--- src/rtl/shifter_arb_pkg.sv ---
// Shared constants and types for the round-robin rotate arbiter.
// No logic; imported by the picker and the top.
// Widths here fix every port width in the block.
package shifter_arb_pkg;

    localparam int NUM_REQ = 4;
    localparam int WIDTH   = 4;

    typedef enum logic {
        IDLE = 1'b0,
        FULL = 1'b1
    } state_t;

    localparam logic DIR_LEFT  = 1'b0;
    localparam logic DIR_RIGHT = 1'b1;

    typedef struct packed {
        logic [1:0]       id;
        logic [WIDTH-1:0] data;
    } result_t;

endpackage

--- src/rtl/rr_pick4.sv ---
// Combinational 4-way round-robin picker: first set req at or above ptr, wrapping.
// Latency: zero cycles (pure combinational).
// Backpressure: none; the caller decides whether the pick is accepted.
module rr_pick4
    import shifter_arb_pkg::*;
(
    input  logic [NUM_REQ-1:0] req,
    input  logic [1:0]         ptr,
    output logic [NUM_REQ-1:0] pick,
    output logic [1:0]         idx,
    output logic               any
);

    logic       found;
    logic [1:0] cand;

    assign any = |req;

    // 2-bit candidate index wraps 3 -> 0 on its own.
    always_comb begin
        pick  = '0;
        idx   = 2'd0;
        found = 1'b0;
        cand  = ptr;
        for (int i = 0; i < NUM_REQ; i++) begin
            cand = ptr + 2'(i);
            if (!found && req[cand]) begin
                pick[cand] = 1'b1;
                idx        = cand;
                found      = 1'b1;
            end
        end
    end

endmodule

--- src/rtl/shifter_rr_arbiter.sv ---
// Shares one 4-bit rotator among four requesters, round-robin, with a registered result.
// Latency: gnt in cycle N gives out_valid with that result in cycle N+1.
// Backpressure: result held while out_ready is low; a new accept may coincide with a drain.
module shifter_rr_arbiter
    import shifter_arb_pkg::*;
(
    input  logic                       clk,
    input  logic                       rst_n,
    input  logic [NUM_REQ-1:0]         req,
    input  logic [NUM_REQ*WIDTH-1:0]   req_data,
    input  logic [NUM_REQ*2-1:0]       req_shamt,
    input  logic [NUM_REQ-1:0]         req_dir,
    output logic [NUM_REQ-1:0]         gnt,
    output logic                       out_valid,
    output logic [WIDTH-1:0]           out_data,
    output logic [1:0]                 out_id,
    input  logic                       out_ready
);

    state_t             state, state_nxt;
    logic [1:0]         ptr;
    result_t            res_q;

    logic [NUM_REQ-1:0] pick;
    logic [1:0]         idx;
    logic               any;
    logic               accept;

    logic [WIDTH-1:0]   win_data;
    logic [1:0]         win_shamt;
    logic               win_dir;
    logic [WIDTH-1:0]   rot;

    rr_pick4 u_pick (
        .req  (req),
        .ptr  (ptr),
        .pick (pick),
        .idx  (idx),
        .any  (any)
    );

    assign accept = any && ((state == IDLE) || out_ready);
    assign gnt    = (accept && rst_n) ? pick : '0;

    assign win_data  = req_data[{idx, 2'b00} +: WIDTH];
    assign win_shamt = req_shamt[{idx, 1'b0} +: 2];
    assign win_dir   = req_dir[idx];

    // One 4:1 mux per output bit; the select is the source bit index mod 4.
    for (genvar k = 0; k < WIDTH; k++) begin : g_rot
        logic [1:0] sel;
        assign sel    = (win_dir == DIR_RIGHT) ? (2'(k) + win_shamt) : (2'(k) - win_shamt);
        assign rot[k] = win_data[sel];
    end

    always_comb begin
        state_nxt = state;
        if (accept) begin
            state_nxt = FULL;
        end else if ((state == FULL) && out_ready) begin
            state_nxt = IDLE;
        end
    end

    always_ff @(posedge clk or negedge rst_n) begin
        if (!rst_n) begin
            state <= IDLE;
            ptr   <= 2'd0;
            res_q <= '0;
        end else begin
            state <= state_nxt;
            if (accept) begin
                ptr        <= idx + 2'd1;
                res_q.id   <= idx;
                res_q.data <= rot;
            end
        end
    end

    assign out_valid = (state == FULL);
    assign out_data  = res_q.data;
    assign out_id    = res_q.id;

endmodule
--- config.mk ---
export PLATFORM = sky130hd
export DESIGN_NAME = shifter_rr_arbiter
export DESIGN_NICKNAME = d
export VERILOG_FILES = /design/src/rtl/shifter_arb_pkg.sv /design/src/rtl/rr_pick4.sv /design/src/rtl/shifter_rr_arbiter.sv
export SDC_FILE = /design/constraint.sdc
export NUM_CORES = 1
export LEC_CHECK = 0
export CAP_MARGIN = 20
export CORE_MARGIN = 4
export CORE_UTILIZATION = 42
export CTS_BUF_LIST = sky130_fd_sc_hd__clkbuf_4
export CTS_CLUSTER_DIAMETER = 30
export DETAILED_ROUTE_END_ITERATION = 10
export GPL_ROUTABILITY_DRIVEN = 0
export GPL_TIMING_DRIVEN = 1
export HOLD_SLACK_MARGIN = 0.1
export PLACE_DENSITY = 0.77
export SLEW_MARGIN = 30
export SYNTH_ARGS = -nofsm -noshare
export SYNTH_HDL_FRONTEND = slang
export SYNTH_SLANG_ARGS = --single-unit
--- constraint.sdc ---
create_clock -name clk -period 3.3 [get_ports clk]
set_input_delay 0.33 -clock clk [delete_from_list [all_inputs] [get_ports clk]]
set_output_delay 0.33 -clock clk [all_outputs]
set_load 0.01 [all_outputs]
; ---- Word-level counts from Yosys, hierarchy flattened
; Cells that the tools add are included.
[classes]
n_addsub = 11
n_lt_le_gt_ge = 13
n_shift = 2
mux = 44
bitwise_logic = 4
reduce_logical = 16
[ops]
columns = operator, n
row1 = "less-than comparator 2 x 3 -> 1 bit, second input constant", 9
row2 = two-way mux 4 bit, 5
row3 = binary-select mux 1 bit (select 2 bit), 9
row4 = two-way mux 1 bit, 18
row5 = two-way mux 2 bit, 8
row6 = indexed part select 16 x 5 -> 4 bit, 1
row7 = bitwise OR 4 bit, 3
row8 = logical AND 1 bit, 10
row9 = demux 1 bit (select 2 bit), 4
row10 = ">= comparator 2 x 1 -> 1 bit, second input constant", 4
row11 = indexed part select 8 x 4 -> 2 bit, 1
row12 = "adder 2 x 1 -> 2 bit, second input constant", 2
row13 = "adder 2 bit, first input constant", 2
row14 = "adder 2 bit, second input constant", 2
row15 = OR reduction 4 bit, 1
row16 = "subtractor 1 x 2 -> 2 bit, first input constant", 2
row17 = "subtractor 2 bit, first input constant", 2
row18 = zero test 1 bit, 3
row19 = "adder 1 x 2 -> 2 bit, first input constant", 1
row20 = nonzero test 2 bit, 1
row21 = logical OR 1 bit, 1
row22 = NOT 1 bit, 1
[word_totals]
ff_bits = 9
in_bits = 35
out_inout_bits = 11
word_cells = 94

; ---- Depth between registers and ports, before layout
; Gate-level depths: netlist of the first run.
[logic_depth]
word_depth = 17
ltp_mapped = 14
mapped_depth_nobuf = 10

; ---- Modules after synthesis
; Synthesis of the first run repeated with hierarchy kept, for this count alone.
[hier_totals]
hier_cells = 107
hier_area_um2 = 1118.6
[modules_own_cells]
columns = module, instances, cells_per_inst, area_each_um2, seq_area_each_um2
row1 = shifter_rr_arbiter, 1, 58, 706.9, 225.2
row2 = rr_pick4, 1, 49, 411.6, 0.0

; ---- Worst setup path after synthesis of the first run
; OpenSTA, ideal clock, no wires.
[synth_path]
path_type = register to register
start = register ptr[0]
end = register res_q (netlist bit out_data[0])
setup_ns = 0.129
arrival_ns = 3.076
t_required_ns = 3.171
path_slack_ns = 0.095
stages_incl_launch_ff = 13
n_path_buf = 3
period_less_slack_ns = 3.205
cell_sequence = dfrtp_1 > buf_2 > inv_1 > ha_1 > buf_6 > or3b_1 > a2111oi_2 > a211oi_2 > mux2_4 > buf_6 > o21a_1 > o211ai_1 > nand3_1
[synth_between]
elab_chain_cells = 17
elab_cells_between_ends = 32
classes_between = add/sub (4) / shift (2) / mux (20) / reduce/logical (6)
[synth_rtl]
columns = item, line_no
row1 = from (decl), shifter_rr_arbiter.sv:21  ; logic [1:0] ptr;
row2 = from (signal assigned), shifter_rr_arbiter.sv:73  ; ptr <= idx + 2'd1;
row3 = "parallel branches: the longest is 11 deep, another holds adder 2 x 1 -> 2 bit", --
row4 = two-way mux 2 bit (*), rr_pick4.sv:27  ; if (!found && req[cand]) begin
row5 = indexed part select 8 x 4 -> 2 bit or binary-select mux 1 bit (select 2 bit) (tied branches), "shifter_rr_arbiter.sv:46, shifter_rr_arbiter.sv:47"
row6 = subtractor 1 x 2 -> 2 bit or two-way mux 1 bit (tied branches), "shifter_rr_arbiter.sv:52, shifter_rr_arbiter.sv:47"
row7 = two-way mux 2 bit, shifter_rr_arbiter.sv:52  ; assign sel = (win_dir == DIR_RIGHT) ? (2'(k) + win_shamt) : (2'(k) - win_shamt);
row8 = binary-select mux 1 bit (select 2 bit) (*), shifter_rr_arbiter.sv:53  ; assign rot[k] = win_data[sel];
row9 = two-way mux 1 bit (implied by the code) (*), shifter_rr_arbiter.sv:53
row10 = to (decl), shifter_rr_arbiter.sv:22  ; result_t res_q;
; Every way passes the cells marked *. The select of a mux whose other input is x is not followed.
; A chain may end at the register's enable or synchronous reset.

; ---- Worst setup path in the final report of the first run
[layout_path]
start = register ptr[1]
end = output gnt[1]
[layout_between]
elab_chain_cells = 13
elab_cells_between_ends = 48
classes_between = add/sub (3) / order compare (8) / mux (24) / bitwise (3) / reduce/logical (10)
[layout_rtl]
columns = item, line_no
row1 = "parallel branches: the longest is 11 deep, another holds less-than comparator 2 x 3 -> 1 bit", --
row2 = two-way mux 4 bit (*), rr_pick4.sv:27
row3 = two-way mux 4 bit (*), shifter_rr_arbiter.sv:43  ; assign gnt = (accept && rst_n) ? pick : '0;
row4 = to (decl), shifter_rr_arbiter.sv:13  ; output logic [NUM_REQ-1:0] gnt,
; Marks and branches as above.

==> metrics.txt, run 1 <==
post-CTS setup buffer count=0; Seq pwr share=between 10% and 20%; fmax=roughly 320 MHz; CP max stage cell=clkdlybuf4s50_1; r2r setup slk=between 0.2 and 0.3 ns; crit path DAT=2.77 ns; antenna violations before repair=0; Tot GR Track Use=between 15 and 20%; peak supply drop=approximately 0.43 mV; RR Startpoint=ptr[1]; Final nets=237; drt initial violations=42; Power Internal=around 860 uW; combinational share of power=82.5%; proportion of layout cells with a drive suffix above 1=a little over an eighth; Crit Reg-Reg Endpoint=out_data[3]; post-synth top area share=about 18%; # fillers=between 200 and 250; HP Class=primary input to async pin; die height=roughly 62 um; total area of sequential cells=about 230 um^2; synthesized area=around 0.0012 mm^2; P&R area growth vs syn=43.7%; Post-Synthesis Cells=145; Initial Util=between 40% and 50%; Reg clk slew, reported paths=0.06 ns; # IOs=46; # Max-Cap Violations=0; worst-path fanout max=10; Post-Route WL=~3200 um; gr ovfl total=0; worst path required time=~3.0 ns; cell mode on critical path=nor2_1; CTS tree=done; Clock Skews=~0.0028 ns; post-synthesis sequential area ratio=about 18%; leak pwr=roughly 0.00074 uW; largest cells by area after synthesis=dfrtp_1 (18%), mux2i_1 (18%), ha_1 (7.0%); vias in the first global route=~1300; Die ar.=0.00390 mm^2; Seq cells post-synth=9; largest net degree at the start of global routing=17; Synth Warn #=0; Post-synth top flop=dfrtp_1; H-tree Lvls=1; pwr/cell area=approximately 900 mW/mm^2; antenna cells=0; IO Port Bufs=45; crit share post-route=between 90% and 100%; Net Sw Frac=between 40% and 50%; Chip Width=62.5 um; Routed Antenna Nets=0; Setup TNS=0 ns; worst-margin pin slew=just under 0.6 ns; Row Count=19; vias post-DR=between 1000 and 1500; area leader, netlist=dfrtp_1; Mean Syn Cell Area=8.59 um^2; floorplan core area=roughly 0.0028 mm^2; TritonCTS Buffers=3; Root Driver=clkbuf_4; Via density=roughly 5.7; unrepaired setup endpoints after global routing=no; Worst slew margin=60.2%; Multi-input gate area=~950 um^2; DPL Wire Length=approximately 2600 um; Finish-stage setup viols=0; Final Max Tran Viols=0; hold buffer count at CTS=0; Yosys cell types=39; post-synthesis net count=about 190; Fin Hold WS=around 0.39 ns; DRT Pass-1 Iters=4; cell breakdown of the critical path=inv_2 -> ha_2 -> mux4_2 -> nor2b_1 -> a22oi_1 -> nor2_1 -> a221oi_1 -> nor2_1 -> clkdlybuf4s50_1; critical path class=flip-flop to primary output; final hold viol count=0; min Tclk post-route=between 3 and 4 ns; async set-reset flop share out of synthesis=100%; Psw=736 uW; status=completed; Startpoint Class=flip-flop; EDFF count, synth=0; residual DRC count=0; worst-skew pair later-pin latency=approximately 0.25 ns; CP Capture Type=primary output; DR WL/cell=around 14 um; Clock Sink Count=9; clock tree buffer depth=2; global-route wire length before repair=5400 um; worst reg-to-reg path cell count=11; clock share of power=under 10%; max incr delay on CP=~0.54 ns
## repair_timing
item                       4_1_cts  5_1_grt
setup endpoints to repair        4        8
resized for setup                1        3
hold endpoints to repair         0        0
## cells in the mapped netlist, types with 3 or more instances
cell and number:
o21a_1 3, a221oi_1 4, nand2_1 14, buf_6 4, ha_1 7, or3_1 3, nor3_1 3, buf_2 3
a21oi_1 4, mux2i_1 22, a22oi_1 4, inv_1 5, mux2_2 4, dfrtp_1 9, nor2_1 10, nand3_1 7
o21ai_0 9
## cells by family (layout without fill, tap and decap cells)
family,count (synthesis),in the layout,share of synthesized area (%)
flops,9,9,18.1
mux,30,30,27.0
fa+ha+maj,7,7,7.03
simple gates,48,48,18.9
buf+inv,13,62,6.63
compound gates,37,37,21.7
xor+xnor,1,1,0.703
## worst max-delay path: cells and delay by family (launching register included)
| family | cells | cell delay (ns) |
|---|---|---|
| multiplexers | 1 | 0.41 |
| AO/OA/AOI/OAI | 2 | 0.18 |
| flip-flops | 1 | 0.35 |
| AND/OR/NAND/NOR | 3 | 0.53 |
| buffers and inverters | 2 | 0.62 |
| adder cells (fa/ha/maj) | 1 | 0.44 |
## flip-flops by register name, summed over array words and instances, names as in the netlist
| signal | cells |
|---|---|
| out_valid | 1 |
| out_id | 2 |
| ptr | 2 |
| out_data | 4 |
## per-layer routing
layer	global-route usage, %	share of wire, %
met1	18.1	42
met2	30.4	52
met3	2.34	4.4
met4	5.79	1.3
met5	0	0
## through the flow
| step | util [%] | instances | cell area (um^2) | power, uW | worst slack, ns |
|---|---|---|---|---|---|
| floorplan | - | 145 | 1250 | 1180 | 0.0954 |
| global placement | 62.2 | 221 | 1740 | 1430 | 0.216 |
| detailed placement | 62.2 | 221 | 1740 | 1480 | 0.103 |
| CTS | 63.5 | 225 | 1780 | 1570 | 0.0722 |
| global route | 63.8 | 225 | 1790 | 1740 | 0.0576 |
| finish | 63.8 | 225 | 1790 | 1600 | 0.199 |
## cells in the final DEF (no fill, tap or decap), types with 2 or more instances in the layout
cell type / count
a22oi_1: 4
ha_1: 6
o21ai_0: 9
a221oi_1: 4
o22a_1: 2
clkdlybuf4s50_1: 45
nand3_1: 7
nor3_1: 3
mux4_2: 2
or3_1: 3
inv_1: 4
nand4_1: 2
a21o_1: 2
buf_4: 7
a21oi_1: 4
nand2_1: 14
nand2b_1: 2
o21a_1: 3
nor2b_1: 2
nand3b_1: 2
clkbuf_4: 4
mux2i_1: 22
mux2_2: 4
o211ai_1: 2
dfrtp_1: 9
nor2_1: 10
## how the worst max path moves through the flow
stage               slack (ns)    from           to  cells past startpoint
floorplan                  0.1  ptr[0]  out_data[0]                     12
global placement          0.22  ptr[1]  out_data[3]                      8
detailed placement        0.10  req[3]  out_data[2]                     10
CTS                       0.07  ptr[1]       gnt[3]                      9
global route              0.06  ptr[1]       gnt[3]                      9
finish                    0.20  ptr[1]       gnt[1]                      9
## final cells by class
| class | instances | area share [%] |
|---|---|---|
| clock buffer | 4 | 1.68 |
| tap | 31 | 2.17 |
| timing repair buffer | 53 | 29.2 |
| inverter | 5 | 1.05 |
| multi-input combinational | 123 | 53.3 |
| sequential | 9 | 12.6 |
## power groups by stage
stage          Combinational, uW  Clock, uW  Sequential [uW]
6_report                    1320       90.7              189
5_1_grt                     1440        102              196
3_3_place_gp                1240          0              187
3_5_place_dp                1290          0              190
2_1_floorplan                961          0              224
4_1_cts                     1290       91.1              188
(Power assumes the default switching activity.)
==> run 2: changes to the inputs <==
PLACE_DENSITY = 0.75   (was 0.77)
==> run 2 against run 1 <==
Clock power about the same. Non-clock buffer count decreased by 1. Cell count is 0.44% lower. Core utilization down 0.54 points. Global-route usage shrank 0.12 points. Clock skew is 0.0021 ns higher. Largest cell class unchanged. Largest power group unchanged.
==> metrics.txt, run 2 (synthesis results as in run 1) <==
status=completed; Reg clk slew, reported paths=about 0.06 ns; final core utilization=a little over three fifths; TritonCTS Buffers=3; Post-Route WL=3140 um; gr ovfl total=0; Clock Sink Count=9; RR Startpoint=ptr[1]; cts repair resizes=1; CP Capture Type=primary output; vias in the first global route=approximately 1300; drt initial violations=53; global-route wire length before repair=approximately 5400 um; pwr/cell area=~900 mW/mm^2; worst-skew pair later-pin latency=0.25 ns; Setup TNS=0 ns; DR WL met3=131 um; Worst slew margin=around half; # Max-Cap Violations=0; Max Used Layer=met3; Finish-stage setup viols=0; proportion of layout cells with a drive suffix above 1=13.0%; Via density=5.76; Routed met2 length=approximately 1600 um; crit path DAT=between 2 and 3 ns; floorplan core area=about 0.0028 mm^2; max reg flops=4; largest net degree at the start of global routing=17; Final nets=236; worst-path fanout max=10; cell breakdown of the critical path=inv_2 -> ha_2 -> or3_1 -> nor3_1 -> a31oi_1 -> o22ai_2 -> a221oi_1 -> nor2_1 -> clkdlybuf4s50_1; overall power=roughly 1600 uW; Fin Hold WS=roughly 0.38 ns; Tot GR Track Use=16.0%; Routed Antenna Nets=0; H-tree Lvls=1; most common cell after layout, fill and taps aside=clkdlybuf4s50_1; antenna cells=0; Die ar.=0.00390 mm^2; antenna violations before repair=0; Startpoint Class=flip-flop; Root Driver=clkbuf_4; die height=62.5 um; peak supply drop=0.433 mV; hold buffer count at CTS=0; min Tclk post-route=slightly above 3 ns; P&R area growth vs syn=42.5%; # IOs=46; Clock Skews=between 0.004 and 0.005 ns; Row Count=19; worst reg-to-reg path cell count=8; vias post-DR=approximately 1300; DPL Wire Length=2630 um; max incr delay on CP=~0.54 ns; crit share post-route=a little over nine tenths; met1 wire length=1380 um; unrepaired setup endpoints after global routing=no; fmax=between 300 and 400 MHz; most frequent cells in the layout=clkdlybuf4s50_1 (45), mux2i_1 (22), nand2_1 (14); Final Max Tran Viols=0; post-CTS setup buffer count=0; Chip Width=~62 um; final hold viol count=0; worst-margin pin slew=roughly 0.72 ns; critical path startpoint=ptr[1]; Initial Util=44.4%; worst path required time=approximately 3.0 ns; DRT Pass-1 Iters=5; DR WL/cell=between 10 and 15 um; critical path class=flip-flop to primary output; leak pwr=~0.00073 uW; IO Port Bufs=45; CP max stage cell=clkdlybuf4s50_1; HP Class=primary input to async pin; clock tree buffer depth=2; residual DRC count=0; CTS tree=done
run 2: cell types whose count changed in the layout (fill, tap and decap cells not counted), sizes merged:
| cell | change |
|---|---|
| buf | -1 |
run 2: layer usage:
layer  vias up  global-route usage (%)
li1        641                       -
met4         0                    4.13
met3         0                    1.44
met5         -                       0
met1       615                    19.6
met2        34                    29.6
run 2: layout make-up:
type	count	area, um^2
Clock buffer	4	30.0
Fill cell	239	1030
Inverter	5	18.8
Multi-Input combinational cell	123	947
Sequential cell	9	225
Tap cell	31	38.8
Timing Repair Buffer	52	515
run 2: final timing paths:
| path | to | slack [ns] |
|---|---|---|
| setup / recovery | gnt[1] | 0.18 |
| hold / removal | out_id[1] | 0.38 |
| setup reg to reg | out_data[2] | 0.30 |
| hold reg to reg | out_data[2] | 0.49 |
| max in group asynchronous | ptr[1] | 2.61 |
| min in group clk | out_data[2] | 0.49 |
run 2: critical path, delay by kind of cell (launching register included):
kind	cells	cell delay, ns
and+or+nand+nor	3	0.73
DFF	1	0.38
AOI/OAI and AO/OA	3	0.41
adders and majority gates	1	0.35
buffers and inverters	2	0.66
run 2: where the power goes:
| part | switching (uW) | leakage, uW | internal (uW) |
|---|---|---|---|
| sequential | 27.2 | 0.000106 | 162 |
| clock | 36.2 | 0.0000184 | 54.7 |
| combinational | 664 | 0.000609 | 646 |
| total | 727 | 0.000734 | 862 |
run 2: metrics by stage:
stage | std cells | area [um^2] | worst slack (ns)
2_1_floorplan | 145 | 1250 | 0.0954
3_3_place_gp | 220 | 1740 | 0.214
3_5_place_dp | 220 | 1740 | 0.109
4_1_cts | 224 | 1770 | 0.0592
5_1_grt | 224 | 1780 | 0.0427
6_report | 224 | 1780 | 0.182
==> run 3: changes to the inputs <==
CORE_UTILIZATION = 59   (was 42)
CTS_CLUSTER_DIAMETER = 40   (was 30)
CTS_CLUSTER_SIZE = 24   (was unset)
DONT_BUFFER_PORTS = 1   (was unset)
PLACE_DENSITY = 0.74   (was 0.75)
==> run 3 against run 2 <==
Count of clock-buffer cells in the layout did not move. Die area fell by 25%. Power down 9.5%. Worst hold slack got worse by 0.16 ns. Via count fell by 11%. Clock skew increased by 0.0038 ns. Largest power group unchanged.
==> metrics.txt, run 3 (synthesis results as in run 1) <==
status=completed; critical path class=flip-flop to flip-flop; global-route wire length before repair=~4700 um; post-CTS setup buffer count=0; HP Class=primary input to flip-flop; # fillers=around 170; # IOs=46; Clock Skews=around 0.0087 ns; worst-skew pair later-pin latency=roughly 0.26 ns; CTS tree=done; antenna violations before repair=0; pwr/cell area=around 1100 mW/mm^2; Setup WS pre-CTS=approximately 0.21 ns; crit path DAT=between 3 and 4 ns; Psw=695 uW; crit share post-route=between 90 and 100%; CP Capture Type=flip-flop; Routed Antenna Nets=0; final hold viol count=0; met3 Use GR=approximately 5.0%; Seq pwr share=between 10% and 20%; Net Sw Frac=between 40% and 50%; DR WL/cell=around 16 um; most common cell after layout, fill and taps aside=mux2i_1; Chip Width=~54 um; largest net degree at the start of global routing=17; clock share of power=6.5%; TritonCTS Buffers=3; H-tree Lvls=1; Startpoint Class=flip-flop; gr ovfl total=0; leak pwr=approximately 0.00056 uW; Crit Reg-Reg Endpoint=out_data[3]; worst reg-to-reg path cell count=9; Row Count=16; Root Driver=clkbuf_4; min Tclk post-route=between 3 and 4 ns; worst-margin pin slew=0.693 ns; crit path capture=out_data[3]; Reg clk slew, reported paths=roughly 0.060 ns; proportion of layout cells with a drive suffix above 1=between 10% and 20%; peak supply drop=about 0.65 mV; Final nets=between 150 and 200; met1 usage in global routing=between 20% and 30%; met2 usage=between 30% and 40%; Final Max Tran Viols=0; Power Internal=roughly 740 uW; DRT Pass-1 Iters=4; RR Startpoint=ptr[1]; clock tree buffer depth=2; worst-path fanout max=12; die height=around 54 um; Clock Sink Count=9; Post-Route WL=roughly 2800 um; Worst slew margin=a little over half; Die ar.=between 0.002 and 0.003 mm^2; vias post-DR=1145; drt initial violations=20; Initial Util=62.9%; Setup TNS=0 ns; Final WS setup=0.263 ns; GRT Max-Usage Layer=met2; IO Port Bufs=0; Via density=6.51; vias in the first global route=approximately 1100; fmax=between 300 and 400 MHz; Tot GR Track Use=between 20% and 30%; residual DRC count=0; P&R area growth vs syn=5.12%; Finish-stage setup viols=0; combinational share of power=between 70% and 80%; r2r setup slk=~0.26 ns; critical path startpoint=ptr[1]; unrepaired setup endpoints after global routing=no; most frequent cells in the layout=mux2i_1 (22), nand2_1 (14), nor2_1 (10); # Max-Cap Violations=0; floorplan core area=0.00198 mm^2; worst path required time=about 3.4 ns; DPL Wire Length=approximately 2200 um; max reg flops=4; antenna cells=0
==> run 3: power by group through the flow <==
stage	Clock (uW)	Combinational (uW)	Sequential (uW)
after floorplan	0	961	224
after global placement	0	1090	212
after detailed placement	0	1130	212
after CTS	95.4	1130	211
after global routing	103	1270	216
final	93.3	1130	210
==> run 3: cell type report <==
| class | instances | area [um^2] | share of cell area (%) |
|---|---|---|---|
| sequential | 9 | 225 | 17.2 |
| clock buffer | 4 | 30.0 | 2.29 |
| inverter | 5 | 18.8 | 1.43 |
| tap | 27 | 33.8 | 2.58 |
| multi-input combinational | 123 | 940 | 71.7 |
| timing repair buffer | 8 | 62.6 | 4.78 |
==> run 3: critical path, stage by stage, from the launching register on <==
cell and delay (ns):
dfrtp_1 0.37, inv_1 0.17, ha_1 0.37, or3b_1 0.43, a2111oi_2 0.41, a211oi_2 0.16
mux2_4 0.41, or3_1 0.39, nand4_1 0.10, nand3_1 0.09
==> run 3: how the worst min path moves through the flow <==
stage | startpoint | end | depth (start not counted)
floorplan | rst_n | out_data[0] | 0
global placement | rst_n | out_valid | 0
detailed placement | rst_n | out_valid | 0
CTS | req[1] | out_valid | 2
global route | req[1] | out_valid | 2
finish | req[1] | out_valid | 2
==> run 3: metal layers <==
layer | share of wire (%) | vias up
met2 | 54 | 33
met5 | 0 | -
met1 | 41 | 555
li1 | - | 555
met4 | 0.50 | 0
met3 | 4.6 | 2
==> run 3: through the flow <==
step	total power (uW)	instance area, um^2	cells	hold WS (ns)	utilization, %
5_1_grt	1590	1310	176	0.222	66.1
3_3_place_gp	1300	1270	171	0.0346	64.0
3_5_place_dp	1340	1270	171	0.0346	64.0
4_1_cts	1440	1310	176	0.221	66.0
2_1_floorplan	1180	1250	145	0.0344	-
6_report	1440	1310	176	0.223	66.1
==> run 3: what timing repair did <==
action,4_1_cts,5_1_grt
hold buffers,1,0
endpoints found under the setup margin,0,3
gates resized for setup,0,1
hold endpoints to repair,9,0
